### config.mk
export PLATFORM = sky130hd
export DESIGN_NAME = sim_test_mon_flat
export DESIGN_NICKNAME = d
export VERILOG_FILES = /design/src/rtl/sim_test_mon_if.sv /design/src/rtl/sim_test_mon.sv /design/src/flat_wrapper.sv
export SDC_FILE = /design/constraint.sdc
export NUM_CORES = 1
export LEC_CHECK = 0
export BUFFER_PORTS_ARGS = -buffer_cell sky130_fd_sc_hd__buf_4
export CAP_MARGIN = 20
export CORE_ASPECT_RATIO = 1.2
export CORE_MARGIN = 3
export CORE_UTILIZATION = 45
export CTS_CLUSTER_DIAMETER = 40
export DETAILED_ROUTE_END_ITERATION = 6
export PLACE_DENSITY = 0.77
export SLEW_MARGIN = 20
export SYNTH_ARGS = -nofsm -noshare
export SYNTH_HDL_FRONTEND = slang
export SYNTH_SLANG_ARGS = --single-unit
### constraint.sdc
create_clock -name clk -period 2.83 [get_ports clk]
set_input_delay 0.566 -clock clk [delete_from_list [all_inputs] [get_ports clk]]
set_output_delay 0.566 -clock clk [all_outputs]
set_load 0.02 [all_outputs]
### src/rtl/sim_test_mon_if.sv
// ICB command-channel signal bundle observed by the simulation test monitor.
interface sim_test_mon_if #(
  parameter int unsigned ADDR_W = 32,
  parameter int unsigned DATA_W = 32
);
  logic              icb_cmd_valid;
  logic              icb_cmd_ready;
  logic              icb_cmd_read;
  logic [ADDR_W-1:0] icb_cmd_addr;
  logic [DATA_W-1:0] icb_cmd_wdata;

  modport master (
    output icb_cmd_valid, icb_cmd_read, icb_cmd_addr, icb_cmd_wdata,
    input  icb_cmd_ready
  );

  modport slave (
    input  icb_cmd_valid, icb_cmd_read, icb_cmd_addr, icb_cmd_wdata,
    output icb_cmd_ready
  );

  // Passive observer: every signal is an input.
  modport mon (
    input icb_cmd_valid, icb_cmd_ready, icb_cmd_read, icb_cmd_addr, icb_cmd_wdata
  );
endinterface

### src/rtl/sim_test_mon.sv
// Passive simulation monitor: watches the ICB tohost mailbox, reports PASS/FAIL/TIMEOUT.
// Define SIM_TEST_MON_CH_CHECK_EN to require all DMA channels done before a pass.
module sim_test_mon #(
  parameter int unsigned              ADDR_W      = 32,
  parameter int unsigned              DATA_W      = 32,
  parameter logic [ADDR_W-1:0]        TOHOST_ADDR = ADDR_W'(32'h8000_1000),
  parameter int unsigned              TIMEOUT_CYC = 10_000_000,
  parameter int unsigned              N_CH        = 4
) (
  input  logic              clk,
  input  logic              rst,
  input  logic              en,
  sim_test_mon_if.mon       icb,
  input  logic [N_CH-1:0]   ch_done,
  output logic [2:0]        state,
  output logic              pass,
  output logic              fail,
  output logic              timeout,
  output logic [DATA_W-2:0] fail_code,
  output logic [31:0]       cycle_cnt,
  output logic [N_CH-1:0]   ch_mask
);

  localparam int unsigned CNT_W    = 32;
  localparam int unsigned CODE_W   = DATA_W - 1;
  localparam logic [CNT_W-1:0] CNT_LAST = CNT_W'(TIMEOUT_CYC - 1);

  typedef enum logic [2:0] {
    S_IDLE    = 3'd0,
    S_RUN     = 3'd1,
    S_PASS    = 3'd2,
    S_FAIL    = 3'd3,
    S_TIMEOUT = 3'd4
  } state_t;

  state_t              state_q, state_d;
  logic [CNT_W-1:0]    cnt_q, cnt_d;
  logic [N_CH-1:0]     mask_q, mask_d;
  logic [CODE_W-1:0]   code_q, code_d;
  logic                pass_q, fail_q, timeout_q;
  logic                mbox_wr;
  logic                pass_ok;

  assign mbox_wr = icb.icb_cmd_valid & icb.icb_cmd_ready & ~icb.icb_cmd_read &
                   (icb.icb_cmd_addr == TOHOST_ADDR);

`ifdef SIM_TEST_MON_CH_CHECK_EN
  assign pass_ok = &(mask_q | ch_done);
`else
  logic unused_ch_done;
  assign unused_ch_done = ^ch_done;
  assign pass_ok        = 1'b1;
`endif

  // Next-state and datapath; the cycle that leaves RUN does not advance the counter.
  always_comb begin
    state_d = state_q;
    cnt_d   = cnt_q;
    mask_d  = mask_q;
    code_d  = code_q;
    unique case (state_q)
      S_IDLE: begin
        if (en) state_d = S_RUN;
      end
      S_RUN: begin
`ifdef SIM_TEST_MON_CH_CHECK_EN
        mask_d = mask_q | ch_done;
`endif
        if (mbox_wr) begin
          if (icb.icb_cmd_wdata == DATA_W'(1)) begin
            if (pass_ok) begin
              state_d = S_PASS;
            end else begin
              state_d = S_FAIL;
              code_d  = '1;
            end
          end else begin
            state_d = S_FAIL;
            code_d  = icb.icb_cmd_wdata[DATA_W-1:1];
          end
        end else if (cnt_q == CNT_LAST) begin
          state_d = S_TIMEOUT;
        end else if (cnt_q != '1) begin
          cnt_d = cnt_q + CNT_W'(1);
        end
      end
      default: ;
    endcase
  end

  always_ff @(posedge clk or posedge rst) begin
    if (rst) begin
      state_q   <= S_IDLE;
      cnt_q     <= '0;
      mask_q    <= '0;
      code_q    <= '0;
      pass_q    <= 1'b0;
      fail_q    <= 1'b0;
      timeout_q <= 1'b0;
    end else begin
      state_q   <= state_d;
      cnt_q     <= cnt_d;
      mask_q    <= mask_d;
      code_q    <= code_d;
      pass_q    <= (state_d == S_PASS);
      fail_q    <= (state_d == S_FAIL);
      timeout_q <= (state_d == S_TIMEOUT);
    end
  end

  assign state     = state_q;
  assign pass      = pass_q;
  assign fail      = fail_q;
  assign timeout   = timeout_q;
  assign fail_code = code_q;
  assign cycle_cnt = cnt_q;
  assign ch_mask   = mask_q;

endmodule
### src/flat_wrapper.sv
// flat-port wrapper written by rule: the top's interface ports become plain ports
module sim_test_mon_flat 
#(
  parameter int unsigned              ADDR_W      = 32,
  parameter int unsigned              DATA_W      = 32,
  parameter logic [ADDR_W-1:0]        TOHOST_ADDR = ADDR_W'(32'h8000_1000),
  parameter int unsigned              TIMEOUT_CYC = 10_000_000,
  parameter int unsigned              N_CH        = 4
)
  (clk, rst, en, ch_done, state, pass, fail, timeout, fail_code, cycle_cnt, ch_mask, icb_icb_cmd_valid, icb_icb_cmd_ready, icb_icb_cmd_read, icb_icb_cmd_addr, icb_icb_cmd_wdata);
  sim_test_mon_if #(.ADDR_W(ADDR_W), .DATA_W(DATA_W)) icb_i ();
  input  logic clk;
  input  logic rst;
  input  logic en;
  input  logic [N_CH-1:0] ch_done;
  output logic [2:0] state;
  output logic pass;
  output logic fail;
  output logic timeout;
  output logic [DATA_W-2:0] fail_code;
  output logic [31:0] cycle_cnt;
  output logic [N_CH-1:0] ch_mask;
  input wire logic [$bits(icb_i.icb_cmd_valid)-1:0] icb_icb_cmd_valid;
  input wire logic [$bits(icb_i.icb_cmd_ready)-1:0] icb_icb_cmd_ready;
  input wire logic [$bits(icb_i.icb_cmd_read)-1:0] icb_icb_cmd_read;
  input wire logic [$bits(icb_i.icb_cmd_addr)-1:0] icb_icb_cmd_addr;
  input wire logic [$bits(icb_i.icb_cmd_wdata)-1:0] icb_icb_cmd_wdata;
  assign icb_i.icb_cmd_valid = icb_icb_cmd_valid;
  assign icb_i.icb_cmd_ready = icb_icb_cmd_ready;
  assign icb_i.icb_cmd_read = icb_icb_cmd_read;
  assign icb_i.icb_cmd_addr = icb_icb_cmd_addr;
  assign icb_i.icb_cmd_wdata = icb_icb_cmd_wdata;
  sim_test_mon #(.ADDR_W(ADDR_W), .DATA_W(DATA_W), .TOHOST_ADDR(TOHOST_ADDR), .TIMEOUT_CYC(TIMEOUT_CYC), .N_CH(N_CH)) u_core (.clk(clk), .rst(rst), .en(en), .icb(icb_i), .ch_done(ch_done), .state(state), .pass(pass), .fail(fail), .timeout(timeout), .fail_code(fail_code), .cycle_cnt(cycle_cnt), .ch_mask(ch_mask));
endmodule
==> tab_implementation.tex, run 1 <==
\begin{tabular}{lr}
\hline
Metric & Value \\
\hline
\multicolumn{2}{l}{\textbf{Outcome}} \\
Outcome & finished clean \\
\multicolumn{2}{l}{\textbf{Power}} \\
Switching portion of total power & approximately 22\% \\
Power density normalized to cell area & 403 mW/mm\^{}2 \\
Part of the total power dissipated in sequential elements & 53.2\% \\
Combinational fraction of design power & $\sim$6.0\% \\
Clk network pwr share & between 40 and 50\% \\
Worst IR Drop VDD & 0.000228 V \\
Cell leakage power & between 2 and 2.5 nW \\
NetSw & between 0.4 and 0.5 mW \\
Cell Int Power & approximately 1.4 mW \\
\multicolumn{2}{l}{\textbf{Timing}} \\
Setup repair after global routing missed its margin & no \\
Ratio of final minimum period to clock period & roughly 93\% \\
Final worst path period need & between 2 and 3 ns \\
Smallest hold slack & $\sim$0.33 ns \\
Final hold violations & 0 \\
Max-slew headroom at the worst pin & 35.5\% \\
\# setup viols final & 0 \\
Transition time at the pin with the least slew margin & a little under 1 ns \\
Pins over their slew limit & 0 \\
Peak clock frequency supported by timing & $\sim$380 MHz \\
Total negative setup slack & 0 ns \\
Post-route clock skew & about 0.0083 ns \\
\multicolumn{2}{l}{\textbf{Floorplan}} \\
Initial core utilization & a little under half \\
Die Footprint & slightly above 0.008 sq mm \\
Die Width & around 83 microns \\
Number of placement rows & 33 \\
Total core area & 0.00685 sq mm \\
Top Ports & between 100 and 150 \\
Die height & $\sim$98 microns \\
\multicolumn{2}{l}{\textbf{Critical path}} \\
R2R Path Start & u\_core.cycle\_cnt[15] \\
Endpoint type of the worst setup path & flip-flop \\
Number of cells on the worst reg-to-reg path & 7 \\
Arrival time of data at the critical path endpoint & roughly 2.9 ns \\
Endpoint of the lowest-slack register-to-register path & u\_core.cycle\_cnt[17] \\
R2R setup slack & 0.19 ns \\
Required time of the worst setup path & a little over 3 ns \\
Critical Setup Path Class & flip-flop to flip-flop \\
Sort of element at the start of the critical path & flip-flop \\
Max Fanout on Critical Path & 19 \\
\multicolumn{2}{l}{\textbf{CTS}} \\
Number of setup buffers added after CTS & 0 \\
Max Buffers Root-to-Sink & 2 \\
CTS Sinks & between 60 and 70 \\
Clock slew at reported path FFs & 0.07 ns \\
Number of gates resized after cts & 0 \\
CTS buffer count & 9 \\
H-tree levels & 3 \\
Cts hold-fix bufs & 0 \\
Root buffer selected by CTS & sky130\_fd\_sc\_hd\_\_clkbuf\_8 \\
TritonCTS clock tree & yes \\
Clk\_lat worst skew & $\sim$0.35 ns \\
\multicolumn{2}{l}{\textbf{GRT}} \\
Total routing resource utilization after global routing & about a fifth \\
Total global routing overflow & 0 \\
Via count of the first global-routing pass & about 2700 \\
Maximum number of pins on one net before global-route repair & 38 \\
First-pass GRT wire length & roughly 13000 microns \\
Initial antenna violation count & 0 \\
\multicolumn{2}{l}{\textbf{Synthesis}} \\
Main synth FF type & sky130\_fd\_sc\_hd\_\_dfrtp\_1 \\
Sequential fraction of the synthesis area & 53.9\% \\
Gate Count Post-Synth & $\sim$260 \\
Mean cell area of the mapped netlist & roughly 12 sq um \\
Number of distinct library cells after synthesis & 38 \\
Post-synthesis cell area & $\sim$0.0032 sq mm \\
Number of enable-type register cells in the synthesized netlist & 0 \\
Proportion of synthesized flip-flops having asynchronous set or reset & 100\% \\
Register bit count reported by yosys & about 70 \\
Synth warn & 0 \\
\multicolumn{2}{l}{\textbf{Cells and area}} \\
Total inserted antenna cells & 0 \\
Layout overhead on the synthesized area & 43.4\% \\
Fin nets & around 490 \\
Fill cells & around 540 \\
Summed area of non-filler cells in the final layout & $\sim$0.0046 sq mm \\
Fraction of final layout cells with drive strength greater than 1 & roughly half \\
\multicolumn{2}{l}{\textbf{Routing}} \\
Final wirelength & a little over 8000 microns \\
Total via count in the routed design & around 2700 \\
Detailed-routing iteration count for the pre-antenna-repair pass & 4 \\
Number of design-rule violations left by the first detailed-router iteration & 62 \\
Remaining DRCs & 0 \\
Average detailed-routed wire length per instance & $\sim$16 microns \\
Count of antenna-violating nets left after detailed routing & 0 \\
Number of vias per cell & approximately 5.3 \\
\multicolumn{2}{l}{\textbf{Placed design}} \\
Detailed placer's ending HPWL & a little over 6000 microns \\
Global placer's final weighted congestion & between 0.9 and 1 \\
Placed cell area & around 0.0044 sq mm \\
Port buffer count & 138 \\
\multicolumn{2}{l}{\textbf{Run}} \\
Max Cap Violations & 0 \\
\multicolumn{2}{l}{\textbf{Min path}} \\
Hold WC Path Type & primary input to asynchronous set/reset pin \\
\hline
\end{tabular}
-- layout by cell type (no fill, tap or decap), types with 2 or more instances in the layout --
cell / count
sky130_fd_sc_hd__buf_4: 149
sky130_fd_sc_hd__dfrtp_1: 69
sky130_fd_sc_hd__xnor2_1: 30
sky130_fd_sc_hd__mux2_2: 27
sky130_fd_sc_hd__nand2_1: 17
sky130_fd_sc_hd__nand4_1: 17
sky130_fd_sc_hd__nand3_1: 17
sky130_fd_sc_hd__nor4_1: 16
sky130_fd_sc_hd__clkbuf_8: 12
sky130_fd_sc_hd__nor2_1: 8
sky130_fd_sc_hd__and3_1: 6
sky130_fd_sc_hd__mux2_1: 5
sky130_fd_sc_hd__nor4b_1: 4
sky130_fd_sc_hd__inv_1: 4
sky130_fd_sc_hd__conb_1: 4
sky130_fd_sc_hd__nor3_1: 3
sky130_fd_sc_hd__a21oi_1: 3
sky130_fd_sc_hd__nand2b_1: 3
sky130_fd_sc_hd__nor4_4: 2
sky130_fd_sc_hd__and2_1: 2
sky130_fd_sc_hd__nand3_2: 2
sky130_fd_sc_hd__clkinv_2: 2
sky130_fd_sc_hd__buf_12: 2
-- stage by stage --
step	total power, mW	utilization [%]	instances	setup slack (ns)
detailed placement	1.12	64.3	495	0.151
global route	1.93	67.0	511	0.0117
finish	1.85	67.0	511	0.189
global placement	1.12	64.3	495	0.142
CTS	1.87	67.0	511	0.172
floorplan	1.03	-	267	0.436
-- final cells by class --
type / count / area, sq um / share of cell area, %
sequential: 69 / 1730 / 37.6
multi-input combinational: 183 / 1390 / 30.3
timing repair buffer: 151 / 1160 / 25.2
clock buffer: 13 / 169 / 3.68
tap: 87 / 109 / 2.37
clock inverter: 3 / 18.8 / 0.409
inverter: 5 / 18.8 / 0.409
-- power by group through the flow --
| stage | clock network (mW) | registers, mW | logic, mW |
|---|---|---|---|
| floorplan | 0 | 1.00 | 0.0288 |
| global route | 0.822 | 0.985 | 0.122 |
| CTS | 0.771 | 0.985 | 0.114 |
| detailed placement | 0 | 1.00 | 0.114 |
| finish | 0.755 | 0.986 | 0.112 |
| global placement | 0 | 1.00 | 0.111 |
-- synthesized netlist by cell type (all sizes together), types with 2 or more instances --
cell / count / area share [%]
and3: 7 / 1.4
buf: 10 / 2.5
nand2: 17 / 2.0
nor4: 19 / 4.8
and2: 2 / 0.39
and4: 2 / 0.59
dfrtp: 69 / 54
inv: 5 / 0.59
nor4b: 5 / 1.8
a21oi: 3 / 0.47
nor3: 3 / 0.47
nand3: 19 / 3.3
nand4: 17 / 3.3
nand2b: 3 / 0.59
mux2: 32 / 11
nor2: 9 / 1.1
xnor2: 30 / 8.2
-- how the worst max path moves through the flow --
stage	from	end	slack, ns
floorplan	icb_icb_cmd_addr[27]	u_core.fail_code[23]	0.44
global placement	icb_icb_cmd_addr[27]	u_core.fail_code[7]	0.14
detailed placement	icb_icb_cmd_addr[27]	u_core.fail_code[9]	0.15
CTS	u_core.cycle_cnt[14]	u_core.cycle_cnt[17]	0.17
global route	u_core.cycle_cnt[15]	u_core.cycle_cnt[3]	0.01
finish	u_core.cycle_cnt[15]	u_core.cycle_cnt[17]	0.19
-- registers in the layout (all words and copies together), names as in the netlist --
name,count
u_core.cycle_cnt,32
u_core.fail,1
u_core.fail_code,31
u_core.pass,1
u_core.state,3
u_core.timeout,1
-- worst max-delay path, stage by stage (launching register included) --
cell and delay (ns):
sky130_fd_sc_hd__dfrtp_1 0.38, sky130_fd_sc_hd__and4_1 0.24, sky130_fd_sc_hd__and4_2 0.27, sky130_fd_sc_hd__and4b_1 0.20, sky130_fd_sc_hd__nor4b_4 0.81, sky130_fd_sc_hd__buf_4 0.34
sky130_fd_sc_hd__nand4_1 0.14, sky130_fd_sc_hd__xnor2_1 0.15
-- cell families (layout without fill, tap and decap cells) --
group | count (synthesis) | count (layout) | share of synthesized area, %
fa+ha+maj | 1 | 1 | 0.391
other cells | 1 | 4 | 0.117
xor+xnor | 31 | 31 | 8.48
mux | 32 | 32 | 11.3
compound gates | 4 | 4 | 0.742
flops | 69 | 69 | 53.9
buf+inv | 15 | 172 | 3.05
simple gates | 111 | 111 | 22.0
-- layer usage --
metal  wire (microns)  up-vias  global-route usage (%)
met5                0        -                       0
met2             4240      108                    34.0
met4              179        0                    9.06
li1                 -     1263                       -
met3              590       15                    5.91
met1             3090     1321                    23.4
Note: power is estimated with default switching activity, not from simulation.
==> inputs of run 2 (changes only) <==
--- a/config.mk
+++ b/config.mk
@@ -9,10 +9,11 @@
 export CAP_MARGIN = 20
 export CORE_ASPECT_RATIO = 1.2
 export CORE_MARGIN = 3
-export CORE_UTILIZATION = 45
+export CORE_UTILIZATION = 42
 export CTS_CLUSTER_DIAMETER = 40
 export DETAILED_ROUTE_END_ITERATION = 6
-export PLACE_DENSITY = 0.77
+export GPL_TIMING_DRIVEN = 0
+export PLACE_DENSITY = 0.76
 export SLEW_MARGIN = 20
 export SYNTH_ARGS = -nofsm -noshare
 export SYNTH_HDL_FRONTEND = slang
==> constraint.sdc (replaced) <==
create_clock -name clk -period 2.15 [get_ports clk]
set_input_delay 0 -clock clk [delete_from_list [all_inputs] [get_ports clk]]
set_output_delay 0 -clock clk [all_outputs]
set_load 0.02 [all_outputs]
==> run 2 against run 1 <==
Combinational power is 87% higher. Sequential share of layout area is 4.0 points lower. Global-route usage is 2.3 points higher. Register-to-register slack worse by 0.30 ns. First-iteration DRC count is 140% higher. Largest cell class unchanged. Clock-buffer cell count is 3 lower. The run now ends with setup timing left. Worst hold slack worse by 0.17 ns. Die area is 6.7% higher. Flip-flop and latch count stayed put. Clock skew is 0.0013 ns lower. Critical path depth is 1 higher. Cell area is 13% higher. Critical endpoint is now u_core.cycle_cnt[2].
==> tab_implementation.tex, run 2 (synthesis results as in run 1) <==
\begin{tabular}{lr}
\hline
Metric & Value \\
\hline
\multicolumn{2}{l}{\textbf{Power}} \\
Overall Power & 2.66 mW (was 1.85 mW) \\
Worst IR Drop VDD & 0.000346 V (was 0.000228 V) \\
Cell leakage power & 2.56 nW (was 2.31 nW) \\
Power density normalized to cell area & 514 mW/mm\^{}2 (was 403 mW/mm\^{}2) \\
\multicolumn{2}{l}{\textbf{Timing}} \\
Final worst path period need & 2.26 ns (was 2.64 ns) \\
Final hold violations & 0 (unchanged) \\
Setup repair after global routing missed its margin & yes (was no) \\
Pins over their slew limit & 0 (unchanged) \\
Worst Setup Slack, final & -0.112 ns (was 0.189 ns) \\
\# setup viols final & 31 (was 0) \\
Post-route clock skew & 0.00700 ns (was 0.00835 ns) \\
Smallest hold slack & 0.158 ns (was 0.332 ns) \\
Total negative setup slack & -2.37 ns (was 0 ns) \\
Peak clock frequency supported by timing & 442 MHz (was 379 MHz) \\
Ratio of final minimum period to clock period & 105\% (was 93.3\%) \\
\multicolumn{2}{l}{\textbf{Placed design}} \\
Detailed placer's ending HPWL & 6590 microns (was 6200 microns) \\
Port buffer count & 138 (unchanged) \\
Placed cell area & 0.00445 sq mm (was 0.00440 sq mm) \\
Global placer's final weighted congestion & 0.790 (was 0.911) \\
Worst slack at placement & -0.271 ns (was 0.151 ns) \\
Cell count after placement & 496 (was 495) \\
\multicolumn{2}{l}{\textbf{Critical path}} \\
Most used cell along the critical path & sky130\_fd\_sc\_hd\_\_buf\_6 \\
Endpoint type of the worst setup path & flip-flop (unchanged) \\
Max Fanout on Critical Path & 10 (was 19) \\
Ordered list of cells on the worst path & or4b\_1, or4\_4, nor4\_4, nor4b\_4, buf\_6, buf\_6, nand2\_1, xnor2\_1 (was and4\_1, and4\_2, and4b\_1, nor4b\_4, buf\_4, nand4\_1, xnor2\_1) \\
Sum of buffers and inverters on the critical path & 2 (was 1) \\
Critical Setup Path Class & flip-flop to flip-flop (unchanged) \\
Crit-path leading delay family & simple AND/OR/NAND/NOR gates (unchanged) \\
R2R setup slack & -0.11 ns (was 0.19 ns) \\
Sort of element at the start of the critical path & flip-flop (unchanged) \\
Required time of the worst setup path & 2.40 ns (was 3.06 ns) \\
Crit-path max cell delay & 0.50 ns (was 0.81 ns) \\
Arrival time of data at the critical path endpoint & 2.52 ns (was 2.87 ns) \\
Critical path's slowest cell & sky130\_fd\_sc\_hd\_\_or4b\_1 (was sky130\_fd\_sc\_hd\_\_nor4b\_4) \\
\multicolumn{2}{l}{\textbf{Routing}} \\
Detailed-routing iteration count for the pre-antenna-repair pass & 4 (unchanged) \\
Total via count in the routed design & 2932 (was 2707) \\
Number of vias per cell & 5.24 (was 5.30) \\
Final wirelength & 9490 microns (was 8100 microns) \\
Remaining DRCs & 0 (unchanged) \\
Number of design-rule violations left by the first detailed-router iteration & 149 (was 62) \\
Average detailed-routed wire length per instance & 17.0 microns (was 15.8 microns) \\
Count of antenna-violating nets left after detailed routing & 0 (unchanged) \\
\multicolumn{2}{l}{\textbf{CTS}} \\
Clock slew at reported path FFs & 0.07 ns (about the same) \\
CTS Sinks & 69 (unchanged) \\
Max Buffers Root-to-Sink & 2 (unchanged) \\
TritonCTS clock tree & yes (unchanged) \\
CTS buffer count & 9 (unchanged) \\
H-tree levels & 3 (unchanged) \\
Root buffer selected by CTS & sky130\_fd\_sc\_hd\_\_clkbuf\_8 (unchanged) \\
Clk\_lat worst skew & 0.34 ns (was 0.35 ns) \\
\multicolumn{2}{l}{\textbf{Cells and area}} \\
Highest-count cells in the layout ignoring fill and taps & sky130\_fd\_sc\_hd\_\_buf\_4 (154), sky130\_fd\_sc\_hd\_\_dfrtp\_1 (63), sky130\_fd\_sc\_hd\_\_dlygate4sd3\_1 (33) (was sky130\_fd\_sc\_hd\_\_buf\_4 (149), sky130\_fd\_sc\_hd\_\_dfrtp\_1 (69), sky130\_fd\_sc\_hd\_\_xnor2\_1 (30)) \\
Total inserted antenna cells & 0 (unchanged) \\
Commonest non-fill, non-tap cell in the layout & sky130\_fd\_sc\_hd\_\_buf\_4 (unchanged) \\
Fraction of final layout cells with drive strength greater than 1 & 51.7\% (was 48.1\%) \\
Number of non-filler instances in the completed layout & 560 (was 511) \\
Fin nets & 540 (was 494) \\
Max reg flops & 32 (unchanged) \\
Summed area of non-filler cells in the final layout & 0.00517 sq mm (was 0.00459 sq mm) \\
Layout overhead on the synthesized area & 61.4\% (was 43.4\%) \\
Share of the core filled with cells in the final layout & 70.6\% (was 67.0\%) \\
\multicolumn{2}{l}{\textbf{GRT}} \\
Via count of the first global-routing pass & 3117 (was 2738) \\
Maximum number of pins on one net before global-route repair & 50 (was 38) \\
Initial antenna violation count & 0 (unchanged) \\
First-pass GRT wire length & 15200 microns (was 13200 microns) \\
Total routing resource utilization after global routing & 22.3\% (was 20.0\%) \\
Total global routing overflow & 0 (unchanged) \\
\multicolumn{2}{l}{\textbf{Min path}} \\
Hold WC Path Type & primary input to flip-flop (was primary input to asynchronous set/reset pin) \\
\multicolumn{2}{l}{\textbf{Floorplan}} \\
Die height & 102 microns (was 98.4 microns) \\
Total core area & 0.00732 sq mm (was 0.00685 sq mm) \\
Number of placement rows & 34 (was 33) \\
Top Ports & 147 (unchanged) \\
Die Footprint & 0.00871 sq mm (was 0.00817 sq mm) \\
Die Width & 85.7 microns (was 83 microns) \\
Initial core utilization & 43.8\% (was 46.7\%) \\
\multicolumn{2}{l}{\textbf{Run}} \\
Max Cap Violations & 0 (unchanged) \\
\multicolumn{2}{l}{\textbf{Outcome}} \\
Outcome & complete, but fails checks (was finished clean) \\
Violations in the final reports & setup timing \\
\hline
\end{tabular}
[run 2: cell type report]
| cell class | count | area (sq um) |
|---|---|---|
| clock buffer | 10 | 128 |
| multi-input combinational | 183 | 1490 |
| fill | 518 | 2150 |
| inverter | 5 | 21.3 |
| timing repair buffer | 187 | 1520 |
| sequential | 69 | 1730 |
| buffer | 10 | 78.8 |
| tap | 90 | 113 |
| clock inverter | 6 | 87.6 |
[run 2: worst paths after layout]
path | depth (start not counted) | start | end
worst max-delay path | 8 | u_core.cycle_cnt[17] | u_core.cycle_cnt[2]
worst min-delay path | 6 | icb_icb_cmd_addr[3] | u_core.state[1]
worst max register to register | 8 | u_core.cycle_cnt[17] | u_core.cycle_cnt[2]
worst min register to register | 1 | u_core.fail_code[26] | u_core.fail_code[26]
max in group asynchronous | 4 | rst | u_core.cycle_cnt[16]
min in group asynchronous | 3 | rst | u_core.fail_code[11]
[run 2: repair_timing]
| action | CTS | global route |
|---|---|---|
| endpoints found under the setup margin | 33 | 66 |
| gates resized for setup | 12 | 6 |
| pin swaps | 16 | 10 |
| gates cloned | 2 | 0 |
| hold endpoints to repair | 101 | 0 |
| buffers inserted | 8 | 6 |
| hold buffers | 33 | 0 |
[run 2: power breakdown]
part           switching [mW]  internal [mW]  leakage, nW
Clock                   0.498          0.654        0.110
Combinational          0.0760          0.133         1.50
Sequential                  0           1.30        0.944
Total                   0.574           2.08         2.56
[run 2: routing by layer]
metal / vias to the layer above / GRT usage (%) / share of wire [%] / wire length, microns
li1: 1359 / - / - / -
met1: 1404 / 25.8 / 39 / 3700
met2: 140 / 38.2 / 50 / 4710
met3: 29 / 5.86 / 8.2 / 778
met4: 0 / 11.2 / 3.2 / 299
met5: - / 0 / 0 / 0
[run 2: worst min-delay path, cell delays in order]
cell and delay, ns:
sky130_fd_sc_hd__buf_4 0.07, sky130_fd_sc_hd__nor4_1 0.03, sky130_fd_sc_hd__nand2_1 0.09, sky130_fd_sc_hd__nor4_4 0.07
sky130_fd_sc_hd__nand2_1 0.12, sky130_fd_sc_hd__nand2_1 0.06
==> inputs of run 3 (changes only) <==
--- a/config.mk
+++ b/config.mk
@@ -6,10 +6,10 @@
 export NUM_CORES = 1
 export LEC_CHECK = 0
 export BUFFER_PORTS_ARGS = -buffer_cell sky130_fd_sc_hd__buf_4
-export CAP_MARGIN = 20
 export CORE_ASPECT_RATIO = 1.2
 export CORE_MARGIN = 3
 export CORE_UTILIZATION = 42
+export CTS_BUF_LIST = sky130_fd_sc_hd__clkbuf_16
 export CTS_CLUSTER_DIAMETER = 40
 export DETAILED_ROUTE_END_ITERATION = 6
 export GPL_TIMING_DRIVEN = 0
==> run 3 against run 2 <==
The run still ends with setup timing left. Global-route usage rose by 1.3 points. Setup slack got worse by 0.073 ns. Core utilization rose by 1.3 points. Critical path depth fell by 1. Largest cell class unchanged. Sequential share of layout area fell by 0.61 points. Critical endpoint is now u_core.cycle_cnt[1]. Maximum frequency fell by 3.1%. Cell area rose by 1.8%. Power rose by 15%. Combinational power barely moved. Via count rose by 1.6%.
==> tab_implementation.tex, run 3 (synthesis results as in run 1) <==
\begin{tabular}{lr}
\hline
Metric & Value \\
\hline
\multicolumn{2}{l}{\textbf{Outcome}} \\
Outcome & complete, but fails checks (unchanged) \\
Violations in the final reports & setup timing (unchanged) \\
\multicolumn{2}{l}{\textbf{Cells and area}} \\
Fin nets & 537 (was 540) \\
Highest-count cells in the layout ignoring fill and taps & sky130\_fd\_sc\_hd\_\_buf\_4 (152), sky130\_fd\_sc\_hd\_\_dfrtp\_1 (64), sky130\_fd\_sc\_hd\_\_dlygate4sd3\_1 (33) (was sky130\_fd\_sc\_hd\_\_buf\_4 (154), sky130\_fd\_sc\_hd\_\_dfrtp\_1 (63), sky130\_fd\_sc\_hd\_\_dlygate4sd3\_1 (33)) \\
Share of the core filled with cells in the final layout & 71.9\% (was 70.6\%) \\
Total inserted antenna cells & 0 (unchanged) \\
Commonest non-fill, non-tap cell in the layout & sky130\_fd\_sc\_hd\_\_buf\_4 (unchanged) \\
Max reg flops & 32 (unchanged) \\
Layout overhead on the synthesized area & 64.3\% (was 61.4\%) \\
Fraction of final layout cells with drive strength greater than 1 & 51.8\% (was 51.7\%) \\
Fill cells & 488 (was 518) \\
\multicolumn{2}{l}{\textbf{CTS}} \\
CTS buffer count & 9 (unchanged) \\
Clock slew at reported path FFs & 0.05 ns (was 0.07 ns) \\
TritonCTS clock tree & yes (unchanged) \\
CTS Sinks & 69 (unchanged) \\
H-tree levels & 3 (unchanged) \\
Root buffer selected by CTS & sky130\_fd\_sc\_hd\_\_clkbuf\_16 (was sky130\_fd\_sc\_hd\_\_clkbuf\_8) \\
Clk\_lat worst skew & 0.32 ns (was 0.34 ns) \\
Max Buffers Root-to-Sink & 2 (unchanged) \\
\multicolumn{2}{l}{\textbf{Timing}} \\
Peak clock frequency supported by timing & 428 MHz (was 442 MHz) \\
Final hold violations & 0 (unchanged) \\
Setup repair after global routing missed its margin & yes (unchanged) \\
Total negative setup slack & -2.58 ns (was -2.37 ns) \\
Pins over their slew limit & 0 (unchanged) \\
Ratio of final minimum period to clock period & 109\% (was 105\%) \\
Post-route clock skew & 0.00336 ns (was 0.00700 ns) \\
\# setup viols final & 31 (unchanged) \\
Worst Setup Slack, final & -0.185 ns (was -0.112 ns) \\
Final worst path period need & 2.33 ns (was 2.26 ns) \\
\multicolumn{2}{l}{\textbf{Critical path}} \\
Sort of element at the start of the critical path & flip-flop (unchanged) \\
R2R Path Start & u\_core.cycle\_cnt[17] (unchanged) \\
Endpoint type of the worst setup path & flip-flop (unchanged) \\
Endpoint of the lowest-slack register-to-register path & u\_core.cycle\_cnt[1] (was u\_core.cycle\_cnt[2]) \\
Arrival time of data at the critical path endpoint & 2.54 ns (was 2.52 ns) \\
Max Fanout on Critical Path & 7 (was 10) \\
End of the critical path & u\_core.cycle\_cnt[1] (was u\_core.cycle\_cnt[2]) \\
Required time of the worst setup path & 2.35 ns (was 2.40 ns) \\
Launching instance or port of the critical path & u\_core.cycle\_cnt[17] (unchanged) \\
R2R setup slack & -0.18 ns (was -0.11 ns) \\
Number of cells on the worst reg-to-reg path & 7 (was 8) \\
Critical Setup Path Class & flip-flop to flip-flop (unchanged) \\
\multicolumn{2}{l}{\textbf{Power}} \\
Overall Power & 3.07 mW (was 2.66 mW) \\
Power density normalized to cell area & 583 mW/mm\^{}2 (was 514 mW/mm\^{}2) \\
Worst IR Drop VDD & 0.000548 V (was 0.000346 V) \\
Cell leakage power & 2.58 nW (was 2.56 nW) \\
\multicolumn{2}{l}{\textbf{Placed design}} \\
Detailed placer's ending HPWL & 6590 microns (unchanged) \\
Worst slack at placement & -0.271 ns (unchanged) \\
Global placer's final weighted congestion & 0.790 (unchanged) \\
Port buffer count & 138 (unchanged) \\
\multicolumn{2}{l}{\textbf{Routing}} \\
Average detailed-routed wire length per instance & 18.3 microns (was 17.0 microns) \\
Count of antenna-violating nets left after detailed routing & 0 (unchanged) \\
Final wirelength & 10200 microns (was 9490 microns) \\
Number of design-rule violations left by the first detailed-router iteration & 128 (was 149) \\
Total via count in the routed design & 2980 (was 2932) \\
Remaining DRCs & 0 (unchanged) \\
Detailed-routing iteration count for the pre-antenna-repair pass & 4 (unchanged) \\
Number of vias per cell & 5.35 (was 5.24) \\
\multicolumn{2}{l}{\textbf{GRT}} \\
Via count of the first global-routing pass & 3186 (was 3117) \\
Total routing resource utilization after global routing & 23.6\% (was 22.3\%) \\
First-pass GRT wire length & 16000 microns (was 15200 microns) \\
Total global routing overflow & 0 (unchanged) \\
Maximum number of pins on one net before global-route repair & 50 (unchanged) \\
Initial antenna violation count & 0 (unchanged) \\
\multicolumn{2}{l}{\textbf{Floorplan}} \\
Number of placement rows & 34 (unchanged) \\
Top Ports & 147 (unchanged) \\
Die Footprint & 0.00871 sq mm (unchanged) \\
Die height & 102 microns (unchanged) \\
Initial core utilization & 43.8\% (unchanged) \\
Total core area & 0.00732 sq mm (unchanged) \\
Die Width & 85.7 microns (unchanged) \\
\multicolumn{2}{l}{\textbf{Min path}} \\
Startpoint of the tightest hold check path & icb\_icb\_cmd\_addr[3] (unchanged) \\
Hold WC Path Type & primary input to flip-flop (unchanged) \\
\multicolumn{2}{l}{\textbf{Run}} \\
Max Cap Violations & 0 (unchanged) \\
\hline
\end{tabular}
## run 3: how the worst min path moves through the flow
stage | cells past startpoint | slack (ns) | endpoint
floorplan | 1 | 0.13 | u_core.fail_code[20]
global placement | 2 | 0.23 | u_core.fail_code[26]
detailed placement | 2 | -0.02 | u_core.fail_code[14]
CTS | 6 | 0.14 | u_core.pass
global route | 6 | 0.21 | u_core.pass
finish | 6 | 0.18 | u_core.pass
## run 3: critical path, cell delays in order (launching register included)
cell and delay [ns]:
sky130_fd_sc_hd__dfrtp_2 0.40, sky130_fd_sc_hd__or4b_1 0.50, sky130_fd_sc_hd__or4_4 0.43, sky130_fd_sc_hd__nor4_4 0.23, sky130_fd_sc_hd__nor4b_4 0.09, sky130_fd_sc_hd__buf_6 0.16, sky130_fd_sc_hd__buf_4 0.13, sky130_fd_sc_hd__mux2_2 0.27
## run 3: where the power goes
part	leakage, nW	internal, mW	switching, mW
logic	1.48	0.133	0.0786
clock network	0.161	1.01	0.546
registers	0.946	1.30	0
total	2.58	2.44	0.624
## run 3: timing repair
item                       CTS  global route
pin swaps                   18             9
hold buffers                33             0
cloned                       2             0
hold endpoints to repair   101             0
gates resized for setup     12             9
setup endpoints to repair   33            66
setup buffers                8             7
## run 3: area by class of cell
class | count | area (sq um) | area share, %
Timing Repair Buffer | 184 | 1490 | 28.4
Inverter | 5 | 21.3 | 0.404
Tap cell | 90 | 113 | 2.14
Buffer | 10 | 81.3 | 1.55
Clock inverter | 7 | 91.3 | 1.74
Clock buffer | 9 | 225 | 4.28
Sequential cell | 69 | 1730 | 32.9
Multi-Input combinational cell | 183 | 1500 | 28.6
## run 3: per-stage QoR
stage | hold slack [ns] | instances | area [sq um]
floorplan | 0.135 | 267 | 3270
global placement | 0.234 | 495 | 4420
detailed placement | -0.0193 | 496 | 4450
CTS | 0.145 | 554 | 5210
global route | 0.208 | 557 | 5260
finish | 0.179 | 557 | 5260
## run 3: metal layers
metal	track usage (%)	wire, microns
met4	12.2	423
met1	26.5	3870
met3	5.53	759
met5	0	0
met2	41.7	5120
